<file path="config.mk">
export PLATFORM = sky130hd
export DESIGN_NAME = lc4_rename_table
export DESIGN_NICKNAME = d
export VERILOG_FILES = /design/src/rtl/lc4_ooo_pkg.sv /design/src/rtl/lc4_map_table.sv /design/src/rtl/lc4_rename_table.sv
export SDC_FILE = /design/constraint.sdc
export NUM_CORES = 1
export LEC_CHECK = 0
export CORE_MARGIN = 5
export CORE_UTILIZATION = 60
export CTS_BUF_LIST = sky130_fd_sc_hd__clkbuf_8
export DETAILED_ROUTE_END_ITERATION = 8
export HOLD_SLACK_MARGIN = 0.03
export PLACE_DENSITY = 0.95
export SLEW_MARGIN = 20
export SYNTH_ARGS = -nofsm -noshare
export SYNTH_HDL_FRONTEND = slang
export SYNTH_SLANG_ARGS = --single-unit
</file>
<file path="constraint.sdc">
create_clock -name clk -period 2.5 [get_ports clk]
set_input_delay 0.375 -clock clk [delete_from_list [all_inputs] [get_ports clk]]
set_output_delay 0.375 -clock clk [all_outputs]
set_load 0.02 [all_outputs]
</file>
<file path="src/rtl/lc4_ooo_pkg.sv">
// Shared sizing and reset constants for the LC4 out-of-order rename logic.
// Revision: 1.0
`default_nettype none

package lc4_ooo_pkg;

  localparam int NA = 8;
  localparam int NP = 16;
  localparam int AW = $clog2(NA);
  localparam int PW = $clog2(NP);

  typedef logic [AW-1:0] areg_t;
  typedef logic [PW-1:0] preg_t;

  function automatic logic [NA*PW-1:0] identity_map();
    logic [NA*PW-1:0] v;
    v = '0;
    for (int i = 0; i < NA; i++) begin
      v[i*PW +: PW] = PW'(i);
    end
    return v;
  endfunction

  // Architectural register i maps to physical register i out of reset.
  localparam logic [NA*PW-1:0] IDENTITY_MAP = identity_map();

endpackage

`default_nettype wire

</file>
<file path="src/rtl/lc4_map_table.sv">
// Architectural-to-physical map: NA x PW registers, three async read ports,
// one write port and a whole-table bulk load. Revision: 1.0
`default_nettype none

module lc4_map_table
  import lc4_ooo_pkg::*;
(
  input  logic              clk,
  input  logic              rst,
  input  logic              load,
  input  logic [NA*PW-1:0]  load_data,
  input  logic              we,
  input  areg_t             waddr,
  input  preg_t             wdata,
  input  areg_t             raddr0,
  input  areg_t             raddr1,
  input  areg_t             raddr2,
  output preg_t             rdata0,
  output preg_t             rdata1,
  output preg_t             rdata2,
  output logic [NA*PW-1:0]  contents
);

  preg_t mem [NA];

  // Bulk load takes priority; the owner never asserts both in one cycle.
  always_ff @(posedge clk or negedge rst) begin
    if (!rst) begin
      for (int i = 0; i < NA; i++) begin
        mem[i] <= IDENTITY_MAP[i*PW +: PW];
      end
    end else if (load) begin
      for (int i = 0; i < NA; i++) begin
        mem[i] <= load_data[i*PW +: PW];
      end
    end else if (we) begin
      mem[waddr] <= wdata;
    end
  end

  assign rdata0 = mem[raddr0];
  assign rdata1 = mem[raddr1];
  assign rdata2 = mem[raddr2];

  generate
    for (genvar g = 0; g < NA; g++) begin : g_flat
      assign contents[g*PW +: PW] = mem[g];
    end
  endgenerate

endmodule

`default_nettype wire

</file>
<file path="src/rtl/lc4_rename_table.sv">
// LC4 rename stage: speculative and committed map tables, free-list handshake
// and a one-entry output register. Revision: 1.0
`default_nettype none

module lc4_rename_table
  import lc4_ooo_pkg::*;
(
  input  logic  clk,
  input  logic  rst,
  input  logic  gwe,
  input  logic  flush,
  input  logic  rn_valid,
  input  areg_t rn_rs1,
  input  areg_t rn_rs2,
  input  areg_t rn_rd,
  input  logic  rn_rd_we,
  output logic  rn_ready,
  input  preg_t fl_next,
  input  logic  fl_full,
  output logic  fl_alloc,
  output logic  out_valid,
  input  logic  out_stall,
  output preg_t out_ps1,
  output preg_t out_ps2,
  output preg_t out_pd,
  output preg_t out_old_pd,
  output logic  out_rd_we,
  input  logic  cm_valid,
  input  areg_t cm_rd,
  input  preg_t cm_pd,
  input  logic  cm_rd_we,
  output logic  fl_dealloc,
  output preg_t fl_cpr
);

  logic             slot_free;
  logic             fire;
  logic             comm_we;
  preg_t            spec_ps1;
  preg_t            spec_ps2;
  preg_t            spec_old;
  preg_t            comm_rd1;
  preg_t            comm_rd2;
  logic [NA*PW-1:0] spec_flat;
  logic [NA*PW-1:0] comm_flat;
  logic [NA*PW-1:0] comm_next;
  logic             unused_ports;

  assign slot_free  = ~out_valid | ~out_stall;
  assign rn_ready   = slot_free & ~flush & ~(rn_rd_we & fl_full);
  assign fire       = rn_valid & rn_ready & gwe;
  assign fl_alloc   = fire & rn_rd_we;
  // The free list qualifies dealloc with gwe itself, so it is left ungated here.
  assign fl_dealloc = cm_valid & cm_rd_we;
  assign comm_we    = fl_dealloc & gwe;

  // Committed map as it will stand after this edge, so a flush sees the commit.
  always_comb begin
    comm_next = comm_flat;
    if (comm_we) begin
      comm_next[int'(cm_rd)*PW +: PW] = cm_pd;
    end
  end

  lc4_map_table u_spec (
    .clk       (clk),
    .rst       (rst),
    .load      (gwe & flush),
    .load_data (comm_next),
    .we        (fl_alloc),
    .waddr     (rn_rd),
    .wdata     (fl_next),
    .raddr0    (rn_rs1),
    .raddr1    (rn_rs2),
    .raddr2    (rn_rd),
    .rdata0    (spec_ps1),
    .rdata1    (spec_ps2),
    .rdata2    (spec_old),
    .contents  (spec_flat)
  );

  lc4_map_table u_comm (
    .clk       (clk),
    .rst       (rst),
    .load      (1'b0),
    .load_data ('0),
    .we        (comm_we),
    .waddr     (cm_rd),
    .wdata     (cm_pd),
    .raddr0    (cm_rd),
    .raddr1    (cm_rd),
    .raddr2    (cm_rd),
    .rdata0    (fl_cpr),
    .rdata1    (comm_rd1),
    .rdata2    (comm_rd2),
    .contents  (comm_flat)
  );

  assign unused_ports = ^{spec_flat, comm_rd1, comm_rd2};

  always_ff @(posedge clk or negedge rst) begin
    if (!rst) begin
      out_valid  <= 1'b0;
      out_ps1    <= '0;
      out_ps2    <= '0;
      out_pd     <= '0;
      out_old_pd <= '0;
      out_rd_we  <= 1'b0;
    end else if (gwe) begin
      if (flush) begin
        out_valid <= 1'b0;
      end else if (fire) begin
        out_valid  <= 1'b1;
        out_ps1    <= spec_ps1;
        out_ps2    <= spec_ps2;
        out_pd     <= rn_rd_we ? fl_next : '0;
        out_old_pd <= spec_old;
        out_rd_we  <= rn_rd_we;
      end else if (slot_free) begin
        out_valid <= 1'b0;
      end
    end
  end

endmodule

`default_nettype wire

</file>
Yosys cells after proc, flatten, opt, wreduce, memory -nomap -nowiden
Index checks and enable logic that the tools add are counted.
- add/subtract/negate cells: 1
- $lt $le $gt $ge: 6
- shift operators: 2
- muxes and demuxes: 26
- bitwise gates (word level): 18
- reduce and logical (&&, ||, !) cells: 6
- operator list (cell ; number):
    bitwise mux 32 bit ; 3
    2-to-1 mux 32 bit ; 3
    binary-select mux 4 bit (select 3 bit) ; 4
    2-to-1 mux 4 bit ; 11
    negation 5 -> 33 bit ; 1
    variable shift 4 x 33 -> 32 bit, first input constant ; 1
    indexed part select 4 x 33 -> 32 bit ; 1
    demux 4 bit (select 3 bit) ; 2
    >= comparator 4 bit, second input constant ; 4
    NOT 3 -> 4 bit ; 4
    bitwise AND 1 bit ; 9
    less-than comparator 4 x 1 -> 1 bit, second input constant ; 2
    NOT 1 bit ; 4
    2-to-1 mux 1 bit ; 3
    AND reduction 3 bit ; 1
    nonzero test 3 bit ; 1
    logical AND 1 bit ; 2
    AND reduction 2 bit ; 1
    nonzero test 2 bit ; 1
    bitwise OR 1 bit ; 1
- bits in registers: 82
- input bits: 30
- logic and storage cells: 81

Logic depth before layout (Yosys ltp)
- depth in word-level cells: 9
- depth in mapped cells: 10

Hierarchy
From an unflattened synthesis, not the netlist that was laid out.
- cell total of the unflattened synthesis: 507
- area, all modules: 6093.3 µm²
- modules (own cells, without submodules) (module ; times used ; cells an instance ; area an instance (µm²) ; seq. area each (µm²)):
    lc4_map_table ; 2 ; 196 ; 2397.3 ; 815.8
    lc4_rename_table ; 1 ; 115 ; 1298.7 ; 450.4

Least setup slack after synthesis
No wires, ideal clock.
- kind: input-to-reg
- start point: in cm_rd[1]
- end point: reg u_spec.mem, in the netlist u_spec.contents[14]
- arrival: 1967 ps
- data required time: 2363 ps
- setup slack: 396 ps
- stages: 9
- cell sequence: buf_4 inv_1 ha_1 ha_1 clkbuf_1 buf_2 nand4_1 a221oi_1 a21oi_1
- longest elaborated chain between the ends: 5
- ends and longest elaborated chain (what ; line ; RTL):
    start, declared ; lc4_rename_table.sv:29 ; input areg_t cm_rd,
    negation 5 -> 33 bit (*) ; lc4_rename_table.sv:61 ; comm_next[int'(cm_rd)*PW +: PW] = cm_pd;
    indexed part select 4 x 33 -> 32 bit or variable shift 4 x 33 -> 32 bit (tied branches) ; lc4_rename_table.sv:61 ;
    bitwise mux 32 bit (*) ; lc4_rename_table.sv:61 ;
    2-to-1 mux 32 bit (*) ; lc4_rename_table.sv:60 ; if (comm_we) begin
    2-to-1 mux 32 bit (*) ; lc4_map_table.sv:32 ; end else if (load) begin
    end signal, assigned by index ; lc4_map_table.sv:30 ; mem[i] <= IDENTITY_MAP[i*PW +: PW];
    end signal, assigned by index ; lc4_map_table.sv:34 ; mem[i] <= load_data[i*PW +: PW];
    end signal, assigned by index ; lc4_map_table.sv:37 ; mem[waddr] <= wdata;
    end, declared ; lc4_map_table.sv:24 ; preg_t mem [NA];
Every way passes the cells marked *; elsewhere a longest branch is shown, timed or not.
A chain may end at the register's enable or synchronous reset.

Worst setup path in the final report
- start point: in cm_rd[2]
- end point: out fl_cpr[3]
- longest elaborated chain between the ends: 4
- ends and longest elaborated chain (what ; line ; RTL):
    NOT 3 -> 4 bit (implied by the code) ; lc4_map_table.sv:41 ; assign rdata0 = mem[raddr0];
    binary-select mux 4 bit (select 3 bit) ; lc4_map_table.sv:41 ;
    2-to-1 mux 4 bit (implied by the code) (2 in series) ; lc4_map_table.sv:41 ;
    end, declared ; lc4_rename_table.sv:33 ; output preg_t fl_cpr
No other way between the ends. The select of a mux whose other input is x is not followed.

==> results.md <==
* Leakage power at approximately 0.0027 uW
* Worst Path Max Fanout at 4
* Distinct cells, synth at 46
* DP Worst Slack at -188 ps
* Starting Density at 61.6%
* HPWL after DPL at 10600 um
* DRC violations left at 0
* Clock tree sinks at 82
* Synthesized area at ~5000 um^2
* Clk_skew at 11.1 ps
* Max clock buf depth at 2
* Total GRT Usage at between 20% and 30%
* # fillers at around 600
* Largest cells by area after synthesis: dfrtp_1 29%, mux4_2 13%, dfstp_2 12%
* Final WL at ~14000 um
* Initial antenna violation count at 0
* Post-Synth XOR/XNOR Area at 0%
* Reg-to-reg startpoint: out_valid
* Final RePlAce weighted congestion at 0.957
* Wire length per cell at between 20 and 25 um
* Final worst-path cycle share at 92.7%
* Internal power at between 2000 and 3000 uW
* Reg clk slew, reported paths at approximately 90 ps
* Synthesized area per cell at 11.7 um^2
* Max-slew violation total from the final report at 0
* Reg2Reg Capture Point: out_ps1[0]
* Chip width at around 100 um
* Max transition margin at between 50% and 60%
* Multiplexer share of the synthesized area at between 30% and 40%
* Simple-gate portion of the synthesized area at a little under an eighth
* Crit path time final at about 2300 ps
* Synth Warn # at 0
* Clk_lat worst skew at 370 ps
* Drt via density at between 6 and 7
* Critical Path AT at approximately 1900 ps
* Pwr Density at 669 nW/um^2
* Comb power frac at approximately 28%
* Max Cap Viol at 0
* CTS tree: built
* Final Hold Viols at 0
* DR vias at just over 4000
* H-tree depth at 3
* Ys async rst share at 100%
* DR iter-0 viols at approximately 300
* Post-route cell area at approximately 6000 um^2
* Setup slack, reg-to-reg at ~950 ps
* DRT antenna net count at 0
* Syn Nets at 471
* Layout cells sized above 1 at 29.5%
* Switching power at around 1300 uW
* Pin count of the biggest net entering global routing at 83
* Placed Area at 5830 um^2
* Tot Pwr at between 4000 and 5000 uW
* PortBufs at 54
* Number of global-route vias before repair at ~4100
* Slew @ Worst Pin at roughly 710 ps
* Post-synth top area share at 28.5%
* Worst hold path class: input pin to asynchronous set/reset pin
* WS Path Type: input pin to output pin
* Main combinational cell family by area after synthesis: multiplexers
* Final Setup Violations at 0
* Outcome: finished, final reports clean
* # rows at 33
* Clock root buffer: clkbuf_8
* Fin worst setup slack at about 180 ps
* Die area at roughly 10000 um^2
* Post CTS Setup Buffer Count at 0
* First drt pass iteration count at 5
* Compound-Gate Fraction of Synth Area at roughly a tenth
* Worst Path Required at between 2000 and 2500 ps
* Adder-cell share of the synthesized area at around 1.5%
* Die Ht at 102 um
* Fin Setup TNS at 0 ps
* Max frequency at ~430 MHz
* Hold Slack at around 34 ps
* Nets at approximately 530
* Core area at 8260 um^2
* Inserted Diodes at 0
* Synth Register Bits at 82
* Unrepaired setup endpoints after global routing: false
* Seq/Total Area, Yosys at 40.9%
* Crit path launch type: input pin
* Count of flip-flops with a built-in enable after synthesis at 0
* Area grow syn2layout at 18.5%
* Ports at 55
* Clk pwr share at about a quarter
* Post-synth top area cell: dfrtp_1
* Reg power frac at 47.5%
* R2R cell count at 6
* Worst Setup EP: fl_cpr[3]
* Num CTS Buffers at 9
* Crit end category: output pin
* Peak VDD IR at around 0.40 mV
* Net Sw Frac at between 30 and 40%
* GRT overflow at 0
* Setup crit start: cm_rd[2]
* Cells after Synth at approximately 440
* Ys flop type: dfrtp_1
* First-pass GRT wire length at around 22000 um
## stage by stage
step / util (%) / std cells
finish: 73.0 / 603
detailed placement: 70.6 / 587
CTS: 72.9 / 603
global route: 73.0 / 603
floorplan: - / 435
global placement: 70.6 / 587
## sequential cells by signal (all words and copies together) (netlist names)
| register | count |
|---|---|
| u_comm.contents | 32 |
| u_spec.contents | 32 |
| out_old_pd | 4 |
| out_pd | 4 |
| out_ps1 | 4 |
| out_ps2 | 4 |
| out_rd_we | 1 |
| out_valid | 1 |
## synth_stat cells (all sizes together), types with 2 or more instances
master	count
nor3b	2
a22oi	11
and3	4
a31oi	7
nor2b	4
dfrtp	58
and4b	3
nand3b	5
or3	2
dfstp	24
nor2	11
clkbuf	25
nand4b	4
and2	3
nand3	8
ha	6
a41oi	2
nand2	43
a22o	4
buf	16
o21ai	16
mux2	32
a21oi	16
nand4	7
and4bb	2
mux2i	60
mux4	30
nor4b	2
inv	5
a221oi	12
## area by class of cell
class,instances,area [um^2],area share [%]
tap,105,131,2.18
sequential,82,2080,34.5
clock inverter,5,45.0,0.747
clock buffer,11,151,2.51
multi-input combinational,307,2810,46.5
timing repair buffer,88,797,13.2
inverter,5,18.8,0.311
## repair_timing
action	CTS	global route
hold buffers	0	0
resized for setup	4	5
setup endpoints to repair	4	5
## routing by layer
metal	GRT usage [%]	routed length, um
met4	15.1	626
met2	45.3	6770
met5	0	0
met1	35.9	5470
met3	5.12	1120
## layout by cell type, fill, tap and decap left out, drive strengths merged, types with 16 or more instances in the layout
master         instances
mux2i                 60
dfrtp                 58
clkdlybuf4s50         47
nand2                 43
buf                   35
mux2                  32
mux4                  30
dfstp                 24
o21ai                 16
a21oi                 16
## worst min-delay path by stage
stage / from / end / slack, ps / cells after the start
floorplan: rst / out_old_pd[0] / 80 / 0
CTS: rst / out_ps2[0] / 180 / 1
global route: rst / out_old_pd[3] / 100 / 1
finish: rst / out_ps1[1] / 30 / 1
detailed placement: out_rd_we / out_rd_we / 470 / 1
global placement: out_ps1[0] / out_ps1[0] / 460 / 2
## worst max-delay path, cell delays in order
cell	delay (ps)
clkdlybuf4s50_1	540
mux4_2	540
nand2_1	100
nand2_1	70
dlygate4sd2_1	320
## power by group through the flow
stage | Clock, uW | Sequential, uW | Combinational (uW)
floorplan | 0 | 1890 | 668
global placement | 0 | 1890 | 1100
detailed placement | 0 | 1930 | 1150
CTS | 984 | 1900 | 1140
global route | 1030 | 1940 | 1240
finish | 971 | 1920 | 1150
## logic make-up (layout without fill, tap and decap cells)
| group | Yosys count | after routing |
|---|---|---|
| compound gates | 73 | 73 |
| buf+inv | 46 | 109 |
| mux | 122 | 122 |
| fa+ha+maj | 6 | 6 |
| simple gates | 106 | 106 |
| flops | 82 | 82 |
Power figures use the tool's default switching activity.
==> variant: new RTL, same flow settings <==
Set the package constant `NP` to 32 (it was 16).
--- a/src/rtl/lc4_ooo_pkg.sv
+++ b/src/rtl/lc4_ooo_pkg.sv
@@ -7,3 +7,3 @@
   localparam int NA = 8;
-  localparam int NP = 16;
+  localparam int NP = 32;
   localparam int AW = $clog2(NA);
Interface: changed (7 resized); port bits go from 55 to 62. The function was not compared with the original's and may differ.
==> variant against the original RTL <==
Sequential cell count increased by 20; fmax decreased by 3.5%; area after synthesis increased by 22%; sequential share of layout area increased by 0.74 points; power increased by 23%; worst setup slack got worse by 84 ps; wire length increased by 29%; final area increased by 21%; largest cell class unchanged; highest routed layer unchanged.
==> variant: results (changes against the original RTL) <==
Hold Crit Class=in2async; DP Area=7120 sq um (+22%); combinational power=1.44 mW (+25%); clk buf depth=2 (unchanged); Sum Neg Setup Slack=0 ps (unchanged); number of global-route vias before repair=5318 (+29%); Final #Nets=658 (+24%); DP HPWL=13600 um (+28%); clk root buf=clkbuf_8; postcts setup bufs=0 (unchanged); Internal Power=3.32 mW (+23%); status=finished clean; clk_lat worst skew=370 ps (about the same); Num CTS Buffers=9 (unchanged); routed wire length=18100 um (+29%); Layout Skew=8.98 ps (-2.08 ps); slowest stage delay, CP=500 ps (-40 ps); CP Max Fanout=21 (+17); Clk pin slew, worst setup/hold paths=100 ps; GRT Resource Usage Total=29.5% (+1.5 points); fraction of layout cells with a size suffix above 1=25.8% (-3.7 points); Worst Path Arrival=2030 ps (+90 ps); VDD IR-drop max=0.418 mV (+4.1%); CTS H-Tree Depth=3 (unchanged); post-synthesis cell type count=47 (+2.2%); PortBufs=61 (+13%); first-pass GRT wire length=29300 um (+34%); fraction of registers with async set/reset=100% (unchanged); post-DR vias/cell=6.90 (+1.5%); Worst slew margin=58.5% (+6.0 points); Iter 0 DRT Violations=503 (+64%); Detailed Routing Iterations Pass 1=5 (unchanged); Lkg Pwr=3.09 nW (+13%); slowest cell on the critical path=clkdlybuf4s50_1; logic gate share of total power=29.0% (+0.6 points); register area share after synthesis=41.7% (+0.75 points); initial antenna violation count=0 (unchanged); Mapped Nets=591 (+25%); leading post-synthesis cells by cell area=dfrtp_1 (31%), mux2i_1 (11%), mux4_2 (11%); RePlAce Congestion=1.00 (+4.9%); Slew Viols, Final=0 (unchanged); pin count of the biggest net entering global routing=103 (+24%); Ant. Diodes=0 (unchanged); largest delay contributor family on the critical path=buffers and inverters; Syn. warnings=0 (unchanged); filler cell count=685 (+17%); Clk pwr share=22.6% (-1.5 points); top cells by count, synth=dfrtp_1 (78), mux2i_1 (70), nand2_1 (60)
## variant: path summary, 6_finish.rpt
kind	startpoint	endpoint	slack, ps	cells after the start
worst max-delay path	cm_rd[0]	fl_cpr[1]	100	6
worst min-delay path	rst	out_pd[2]	40	2
worst max register to register	out_valid	u_spec.contents[5]	460	4
worst min register to register	out_ps1[4]	out_ps1[4]	500	2
max in group asynchronous	rst	u_comm.contents[11]	2030	2
min in group clk	out_ps1[4]	out_ps1[4]	500	2
## variant: cell type report
| type | instances | area [sq um] | share of cell area [%] |
|---|---|---|---|
| clock buffers | 9 | 124 | 1.69 |
| clock inverters | 7 | 85.1 | 1.16 |
| inverters | 10 | 37.5 | 0.513 |
| multi-input cells | 400 | 3400 | 46.4 |
| flip-flops and latches | 102 | 2580 | 35.3 |
| well taps | 136 | 170 | 2.32 |
| repair buffers | 99 | 925 | 12.6 |
## variant: cells by family after synthesis
kind of cell | Yosys count | synth area share, %
adders and majority gates | 4 | 0.807
buffers and inverters | 53 | 3.59
xor gates and xnor gates | 2 | 0.283
DFF | 102 | 41.7
AOI/OAI and AO/OA | 111 | 12.7
muxes | 141 | 29.7
and+or+nand+nor | 142 | 11.3
## variant: timing repair
item                       4_1_cts  5_1_grt
resized for setup                5        4
setup endpoints to repair        5        1
hold endpoints to repair         0        0
## variant: metal layers
layer  routed length [um]  global-route usage (%)
met5                    0                       0
met4                  985                    15.2
met3                 1770                    5.54
met2                 8560                    48.3
met1                 6780                    37.4
## variant: through the flow
step	std cells	worst slack, ps
floorplan	555	14.8
global route	763	5.68
finish	763	99.3
global placement	747	-93.2
CTS	763	30.0
detailed placement	747	-194
